### src/rtl/core_ctrl_pkg.sv
// rtl/core_ctrl_pkg.sv - shared types, defaults and helpers for core_block_ctrl
package core_ctrl_pkg;

  localparam int TPB_DEFAULT   = 4;
  localparam int BID_W_DEFAULT = 8;

  typedef enum logic [1:0] {
    ST_IDLE   = 2'd0,
    ST_LAUNCH = 2'd1,
    ST_RUN    = 2'd2,
    ST_DONE   = 2'd3
  } state_e;

  // Thread counts above the core width fill every lane.
  function automatic int clamp_count(input int count, input int limit);
    return (count > limit) ? limit : count;
  endfunction

  function automatic logic lane_active(input int lane, input int count, input int limit);
    return lane < clamp_count(count, limit);
  endfunction

endpackage

### src/rtl/core_block_ctrl.sv
// rtl/core_block_ctrl.sv - per-core block launch/RET tracker; CORE_BLOCK_CYCLES_EN adds block_cycles
module core_block_ctrl
  import core_ctrl_pkg::*;
#(
  parameter int  THREADS_PER_BLOCK = TPB_DEFAULT,
  parameter int  BLOCK_ID_WIDTH    = BID_W_DEFAULT,
  localparam int TW                = $clog2(THREADS_PER_BLOCK) + 1
) (
  input  logic                         clk,
  input  logic                         reset,
  input  logic                         core_reset,
  input  logic                         core_start,
  input  logic [BLOCK_ID_WIDTH-1:0]    core_block_id,
  input  logic [TW-1:0]                core_thread_count,
  output logic                         core_done,
  output logic                         block_start,
  output logic [BLOCK_ID_WIDTH-1:0]    block_id,
  output logic [THREADS_PER_BLOCK-1:0] thread_mask,
  input  logic [THREADS_PER_BLOCK-1:0] thread_ret,
  output logic                         busy
`ifdef CORE_BLOCK_CYCLES_EN
  ,
  output logic [15:0]                  block_cycles
`endif
);

  state_e                         state_q, state_d;
  logic [BLOCK_ID_WIDTH-1:0]      id_q, id_d;
  logic [THREADS_PER_BLOCK-1:0]   mask_q, mask_d;
  logic [THREADS_PER_BLOCK-1:0]   ret_q, ret_d;
  logic [THREADS_PER_BLOCK-1:0]   ret_now;
  logic [THREADS_PER_BLOCK-1:0]   accept_mask;
  logic                           done_q, start_q, busy_q;

  always_comb begin
    accept_mask = '0;
    for (int i = 0; i < THREADS_PER_BLOCK; i++) begin
      accept_mask[i] = lane_active(i, int'(core_thread_count), THREADS_PER_BLOCK);
    end
  end

  // Completion looks at this cycle's RETs too, so done lands one edge after the last RET.
  assign ret_now = ret_q | (thread_ret & mask_q);

  always_comb begin
    state_d = state_q;
    id_d    = id_q;
    mask_d  = mask_q;
    ret_d   = ret_q;
    case (state_q)
      ST_IDLE: begin
        if (core_start) begin
          id_d    = core_block_id;
          mask_d  = accept_mask;
          state_d = (core_thread_count != '0) ? ST_LAUNCH : ST_DONE;
        end
      end
      ST_LAUNCH: begin
        ret_d   = '0;
        state_d = ST_RUN;
      end
      ST_RUN: begin
        ret_d = ret_now;
        if (ret_now == mask_q) state_d = ST_DONE;
      end
      default: ;
    endcase
    if (core_reset) begin
      state_d = ST_IDLE;
      id_d    = '0;
      mask_d  = '0;
      ret_d   = '0;
    end
  end

  always_ff @(posedge clk or negedge reset) begin
    if (!reset) begin
      state_q <= ST_IDLE;
      id_q    <= '0;
      mask_q  <= '0;
      ret_q   <= '0;
      done_q  <= 1'b0;
      start_q <= 1'b0;
      busy_q  <= 1'b0;
    end else begin
      state_q <= state_d;
      id_q    <= id_d;
      mask_q  <= mask_d;
      ret_q   <= ret_d;
      done_q  <= (state_d == ST_DONE);
      start_q <= (state_d == ST_LAUNCH);
      busy_q  <= (state_d == ST_LAUNCH) || (state_d == ST_RUN);
    end
  end

  assign core_done   = done_q;
  assign block_start = start_q;
  assign busy        = busy_q;
  assign block_id    = id_q;
  assign thread_mask = mask_q;

`ifdef CORE_BLOCK_CYCLES_EN
  logic [15:0] cyc_q, cyc_d;

  always_comb begin
    cyc_d = cyc_q;
    case (state_q)
      ST_IDLE, ST_LAUNCH: cyc_d = '0;
      ST_RUN:             if (cyc_q != 16'hFFFF) cyc_d = cyc_q + 16'd1;
      default: ;
    endcase
    if (core_reset) cyc_d = '0;
  end

  always_ff @(posedge clk or negedge reset) begin
    if (!reset) cyc_q <= '0;
    else        cyc_q <= cyc_d;
  end

  assign block_cycles = cyc_q;
`endif

endmodule
### config.mk
export PLATFORM = sky130hd
export DESIGN_NAME = core_block_ctrl
export DESIGN_NICKNAME = d
export VERILOG_FILES = /design/src/rtl/core_ctrl_pkg.sv /design/src/rtl/core_block_ctrl.sv
export SDC_FILE = /design/constraint.sdc
export NUM_CORES = 1
export LEC_CHECK = 0
export CELL_PAD_IN_SITES_DETAIL_PLACEMENT = 0
export CELL_PAD_IN_SITES_GLOBAL_PLACEMENT = 1
export CORE_UTILIZATION = 31
export CTS_BUF_LIST = sky130_fd_sc_hd__clkbuf_8
export CTS_CLUSTER_SIZE = 16
export DETAILED_ROUTE_END_ITERATION = 6
export MAX_ROUTING_LAYER = met4
export PLACE_DENSITY_LB_ADDON = 0.12
export SYNTH_ARGS = -nofsm -noshare
export SYNTH_HDL_FRONTEND = slang
export SYNTH_SLANG_ARGS = --single-unit
### constraint.sdc
create_clock -name clk -period 1.6 [get_ports clk]
set_input_delay 0.32 -clock clk [delete_from_list [all_inputs] [get_ports clk]]
set_output_delay 0.32 -clock clk [all_outputs]
set_load 0.05 [all_outputs]
==> results.yml, run 1 <==
finish:
  diodes: 0
  multiInputGateArea_um2: 499
  syn2layout_area_growth_pct: 58.4
  regArea_um2: 526
  fillers: 307
  finalNetCount: 189
  drive_gt1_frac: 0.294
clocking:
  clockBufferDepth: 2
  clkLatencyLatePin_ns: 0.26
  holdBufCountCts: 0
  clk_pin_slew_ns: 0.08
  tritoncts: "built"
  clock-root-buffer: "clkbuf_8"
  cts_num_sinks: 21
  cts_max_level: 1
  cts_buffers: 3
logic_synthesis:
  avgSynthCellArea_um2: 9.30
  yosys.cell_types.count: 24
  synth-edff-count: 0
  ys_top_cells_by_area: "dfrtp_1 (51%), nand2_1 (8.4%), ha_1 (7.3%), a21oi_1 (5.8%), nor2b_1 (3.0%)"
  syn-instance-count: 111
  synth-seq-cells: 21
  yosysTopAreaCell: "dfrtp_1"
  yosysSeqAreaShare: 0.509
  async_reset_ff_frac: 1.00
  synthFlopType: "dfrtp_1"
  synth.cell_area_mm2: 0.00103
  synth.most_common_cell: "nand2_1"
  syn_nets: 136
  synthTopCellsByCount: "nand2_1 (23), dfrtp_1 (21), a21oi_1 (12), nor2_1 (7)"
  yosys_warnings: 0
  yosys.area.top_type_share: 0.509
die:
  rows: 20
  die_w_um: 59.7
  io_pins: 34
  die_h_um: 59.7
  start_util: 0.333
  coreArea_mm2: 0.00310
  dieArea_mm2: 0.00356
route:
  drc: 0
  dr.first_iter.drc_count: 41
  vias: 960
  ant_nets: 0
  drt-vias-per-instance: 4.64
  wire_per_inst_um: 11.9
  drt_pass1_iterations: 4
  wl_mm: 2.47
hold_path:
  hold_path.class: "in2async"
power_and_ir_drop:
  ir_drop_v: 0.000745
  p_per_area_mw_per_mm2: 1450
  power_mw: 2.38
  leakage_nw: 0.780
worst_setup_path:
  crit_start: "core_thread_count[0]"
  worstSetupPathType: "in2reg"
  cp-start-kind: "input port"
  end_kind: "flip-flop"
  rr_worst_depth: 7
  cp.arrival_ns: 1.80
  worstSetupEndpoint: "busy"
  cp_max_fo: 2
  r2r_start: "state_q[1]"
  r2r_setup_slack_ns: -0.04
  cp.required_ns: 1.76
  r2r_end: "busy"
global_routing:
  grt-ovfl-total: 0
  grt_use_total: 0.161
  grt_pass1_vias: 877
  grt_pass1_wl_mm: 4.13
  grt_max_degree: 22
  antenna_found_initial: 0
sta:
  slew_headroom: 0.817
  final_max_slew_viol_count: 0
  setup_ws_ns: -0.0427
  rsz0062_at_grt: "true"
  fin_skew_ns: 0.00361
  hold_violations: 0
  worstMarginPinSlew_ns: 0.270
  setup_tns_ns: -0.0685
  fmax_mhz: 609
  fin_crit_ns: 1.64
  finalCritPeriodShare: 1.03
  setup_violations: 2
outcome:
  status: "finished, violations left"
  violations: "negative setup slack"
placed_design:
  dp_hpwl_mm: 1.79
  gp_congestion: 0.793
  port_buffers: 33
run:
  cap_violations: 0
kinds of logic (layout without fill, tap and decap cells):
group,Yosys count,in the layout,share of synthesized area
compound gates,25,25,0.150
fa+ha+maj,6,6,0.0727
buf+inv,11,63,0.0473
flops,21,21,0.509
simple gates,48,48,0.221
state kept, by name (all words and copies together) (netlist names):
signal / cells
thread_mask: 4
busy: 1
ret_q: 4
state_q: 2
core_done: 1
block_start: 1
block_id: 8
worst min-delay path by stage:
stage | startpoint | to | cells past startpoint
after detailed placement | block_id[6] | block_id[6] | 2
final | reset | thread_mask[3] | 2
after global routing | reset | ret_q[3] | 2
after global placement | block_id[2] | block_id[2] | 2
after CTS | reset | ret_q[3] | 2
after floorplan | reset | block_id[0] | 0
placed cells by master, fill, tap and decap left out, types with 2 or more instances in the layout:
cell type,n
dfrtp_1,21
nor2b_1,5
a21o_1,2
inv_1,5
dlygate4sd2_1,3
clkdlybuf4s50_1,15
buf_12,4
a2bb2oi_1,2
ha_1,3
o21ai_0,2
nor3_1,5
buf_4,30
nor2_1,7
a21oi_1,12
ha_4,2
a211oi_1,2
nor3b_1,3
inv_2,2
nand2_1,22
clkbuf_8,3
final cells by class:
class	count	share of cell area
Clock buffer	3	0.0252
Multi-Input combinational cell	79	0.305
Clock inverter	1	0.00230
Tap cell	44	0.0337
Timing Repair Buffer	52	0.295
Sequential cell	21	0.321
Inverter	7	0.0176
where the power goes:
group	total [mW]	internal, mW	switching [mW]	leakage [nW]
Combinational	1.30	0.598	0.704	0.471
Sequential	0.735	0.641	0.0936	0.282
Clock	0.341	0.171	0.171	0.0269
stage by stage:
step                utilization  setup WS, ns  std cells  hold slack [ns]  area (µm²)
global route              0.527        -0.128        207            0.422        1640
CTS                       0.523       -0.0995        206            0.416        1620
floorplan                     -       -0.0326        111           0.0244        1040
finish                    0.527       -0.0427        207            0.404        1640
detailed placement        0.492        -0.526        199            0.517        1530
global placement          0.492        -0.511        199            0.510        1530
routing by layer:
layer	share of wire	GRT usage	vias up
met5	0	-	-
met4	0.0081	0.0532	0
met3	0.046	0.0281	4
met2	0.48	0.243	27
met1	0.46	0.220	455
li1	-	-	474
worst max-delay path, cell delays in order:
cell	delay (ns)
dlygate4sd2_1	0.24
or3_4	0.38
or3_1	0.36
a31o_1	0.20
ha_1	0.27
inv_1	0.03
repair_timing:
item                       4_1_cts  5_1_grt
pin swaps                        5        5
setup buffers                    3        1
gates resized for setup         10        2
setup endpoints to repair        4        3
(Power assumes the default switching activity.)
==> run 2, diff against run 1 <==
--- a/config.mk
+++ b/config.mk
@@ -13,6 +13,7 @@
 export DETAILED_ROUTE_END_ITERATION = 6
 export MAX_ROUTING_LAYER = met4
 export PLACE_DENSITY_LB_ADDON = 0.12
+export RECOVER_POWER = 50
 export SYNTH_ARGS = -nofsm -noshare
 export SYNTH_HDL_FRONTEND = slang
 export SYNTH_SLANG_ARGS = --single-unit
==> results.yml, run 2 (synthesized netlist as in run 1, its figures left out) <==
die:
  rows: 20
  dieArea_mm2: 0.00356
  io_pins: 34
  coreArea_mm2: 0.00310
  die_w_um: 59.7
  start_util: 0.333
  die_h_um: 59.7
clocking:
  clk_pin_slew_ns: 0.08
  cts_max_level: 1
  clkLatencyLatePin_ns: 0.26
  holdBufCountCts: 0
  tritoncts: "built"
  cts_num_sinks: 21
  clock-root-buffer: "clkbuf_8"
  clockBufferDepth: 2
  cts_buffers: 3
worst_setup_path:
  crit_slowest_cell: "or3_4"
  path_cells: "dlygate4sd2_1, or3_4, or3_1, a31o_1, ha_1, inv_1"
  cp_max_fo: 2
  critPathTopFamily: "simple AND/OR/NAND/NOR gates"
  cp.required_ns: 1.76
  worstSetupPathType: "in2reg"
  path_buf_inv: 2
  cp.arrival_ns: 1.80
  cp-start-kind: "input port"
  end_kind: "flip-flop"
  crit_path_max_incr_delay_ns: 0.38
route:
  wl_mm: 2.48
  drc: 0
  dr.first_iter.drc_count: 41
  ant_nets: 0
  vias: 962
  drt_pass1_iterations: 4
  drt-vias-per-instance: 4.65
  wire_per_inst_um: 12.0
finish:
  drive_gt1_frac: 0.258
  diodes: 0
  finalNetCount: 189
  fillers: 315
  syn2layout_area_growth_pct: 56.0
  largest_register_ffs: 8
  final_cell_mix: "buf_4 (23), nand2_1 (22), dfrtp_1 (21), clkdlybuf4s50_1 (14), a21oi_1 (12)"
  layoutNonFillerInstCount: 207
  mostFrequentLayoutCell: "buf_4"
outcome:
  violations: "negative setup slack"
  status: "finished, violations left"
sta:
  worstMarginPinSlew_ns: 0.598
  rsz0062_at_grt: "true"
  fmax_mhz: 609
  fin_crit_ns: 1.64
  slew_headroom: 0.603
  setup_violations: 2
  final_max_slew_viol_count: 0
  fin_skew_ns: 0.00366
  whs_ns: 0.521
  finalCritPeriodShare: 1.03
  hold_violations: 0
  setup_ws_ns: -0.0426
power_and_ir_drop:
  power_mw: 2.36
  p_per_area_mw_per_mm2: 1460
  leakage_nw: 0.755
  ir_drop_v: 0.000745
hold_path:
  hold_path.class: "reg2reg"
run:
  cap_violations: 0
placed_design:
  pre_cts_ws_ns: -0.526
  port_buffers: 33
  dp_hpwl_mm: 1.79
  gp_congestion: 0.793
  place_inst: 199
global_routing:
  grt_use_total: 0.161
  grt_pass1_vias: 877
  grt_pass1_wl_mm: 4.13
  grt_max_degree: 22
  grt-ovfl-total: 0
  antenna_found_initial: 0
[run 2: cell types whose count changed in the layout (fill, tap and decap cells not counted), sizes merged]
cell,change
buf,-7
clkbuf,+7
clkdlybuf4s50,-1
dlygate4sd3,+1
[run 2: final cells by class]
cell class | instances | area, µm² | share of cell area
Multi-Input combinational cell | 79 | 499 | 0.310
Inverter | 7 | 28.8 | 0.0179
Sequential cell | 21 | 526 | 0.326
Clock inverter | 1 | 3.75 | 0.00233
Clock buffer | 3 | 41.3 | 0.0256
Tap cell | 44 | 55.1 | 0.0342
Timing Repair Buffer | 52 | 457 | 0.284
[run 2: path summary, 6_finish.rpt]
path	start	end	slack [ns]	cells after the start
setup reg to reg	state_q[1]	busy	-0.04	7
setup / recovery	core_thread_count[0]	busy	-0.04	6
hold reg to reg	block_id[6]	block_id[6]	0.52	2
min in group asynchronous	reset	thread_mask[3]	0.56	2
hold / removal	block_id[6]	block_id[6]	0.52	2
max in group asynchronous	reset	ret_q[0]	0.69	2
[run 2: where the power goes]
group	switching, mW	total (mW)	internal (mW)
Combinational	0.705	1.28	0.575
Clock	0.171	0.342	0.171
Sequential	0.0931	0.734	0.641
[run 2: stage by stage]
stage	utilization	TNS (ns)	instance area, µm²
4_1_cts	0.523	-0.141	1620
3_5_place_dp	0.492	-1.75	1530
2_1_floorplan	-	-0.0326	1040
5_1_grt	0.519	-0.204	1610
6_report	0.519	-0.0684	1610
3_3_place_gp	0.492	-1.71	1530
[run 2: what timing repair did]
action / CTS / global route
gates resized for setup: 10 / 2
pin swaps: 5 / 5
cloned: 0 / 0
setup buffers: 3 / 1
setup endpoints to repair: 4 / 3
[run 2: worst reg2reg max path: stages, from the launching register on]
cell and delay (ns):
dfrtp_1 0.42, buf_4 0.15, ha_1 0.20, o21ai_1 0.13, a21oi_1 0.08, a31o_2 0.25
ha_1 0.28, inv_1 0.03
[run 2: metal layers]
metal	global-route usage	vias to the layer above	share of wire	wire (µm)
met2	0.243	27	0.48	1190
met1	0.220	457	0.47	1150
li1	-	474	-	-
met5	-	-	0	0
met3	0.0281	4	0.046	115
met4	0.0532	0	0.0081	20
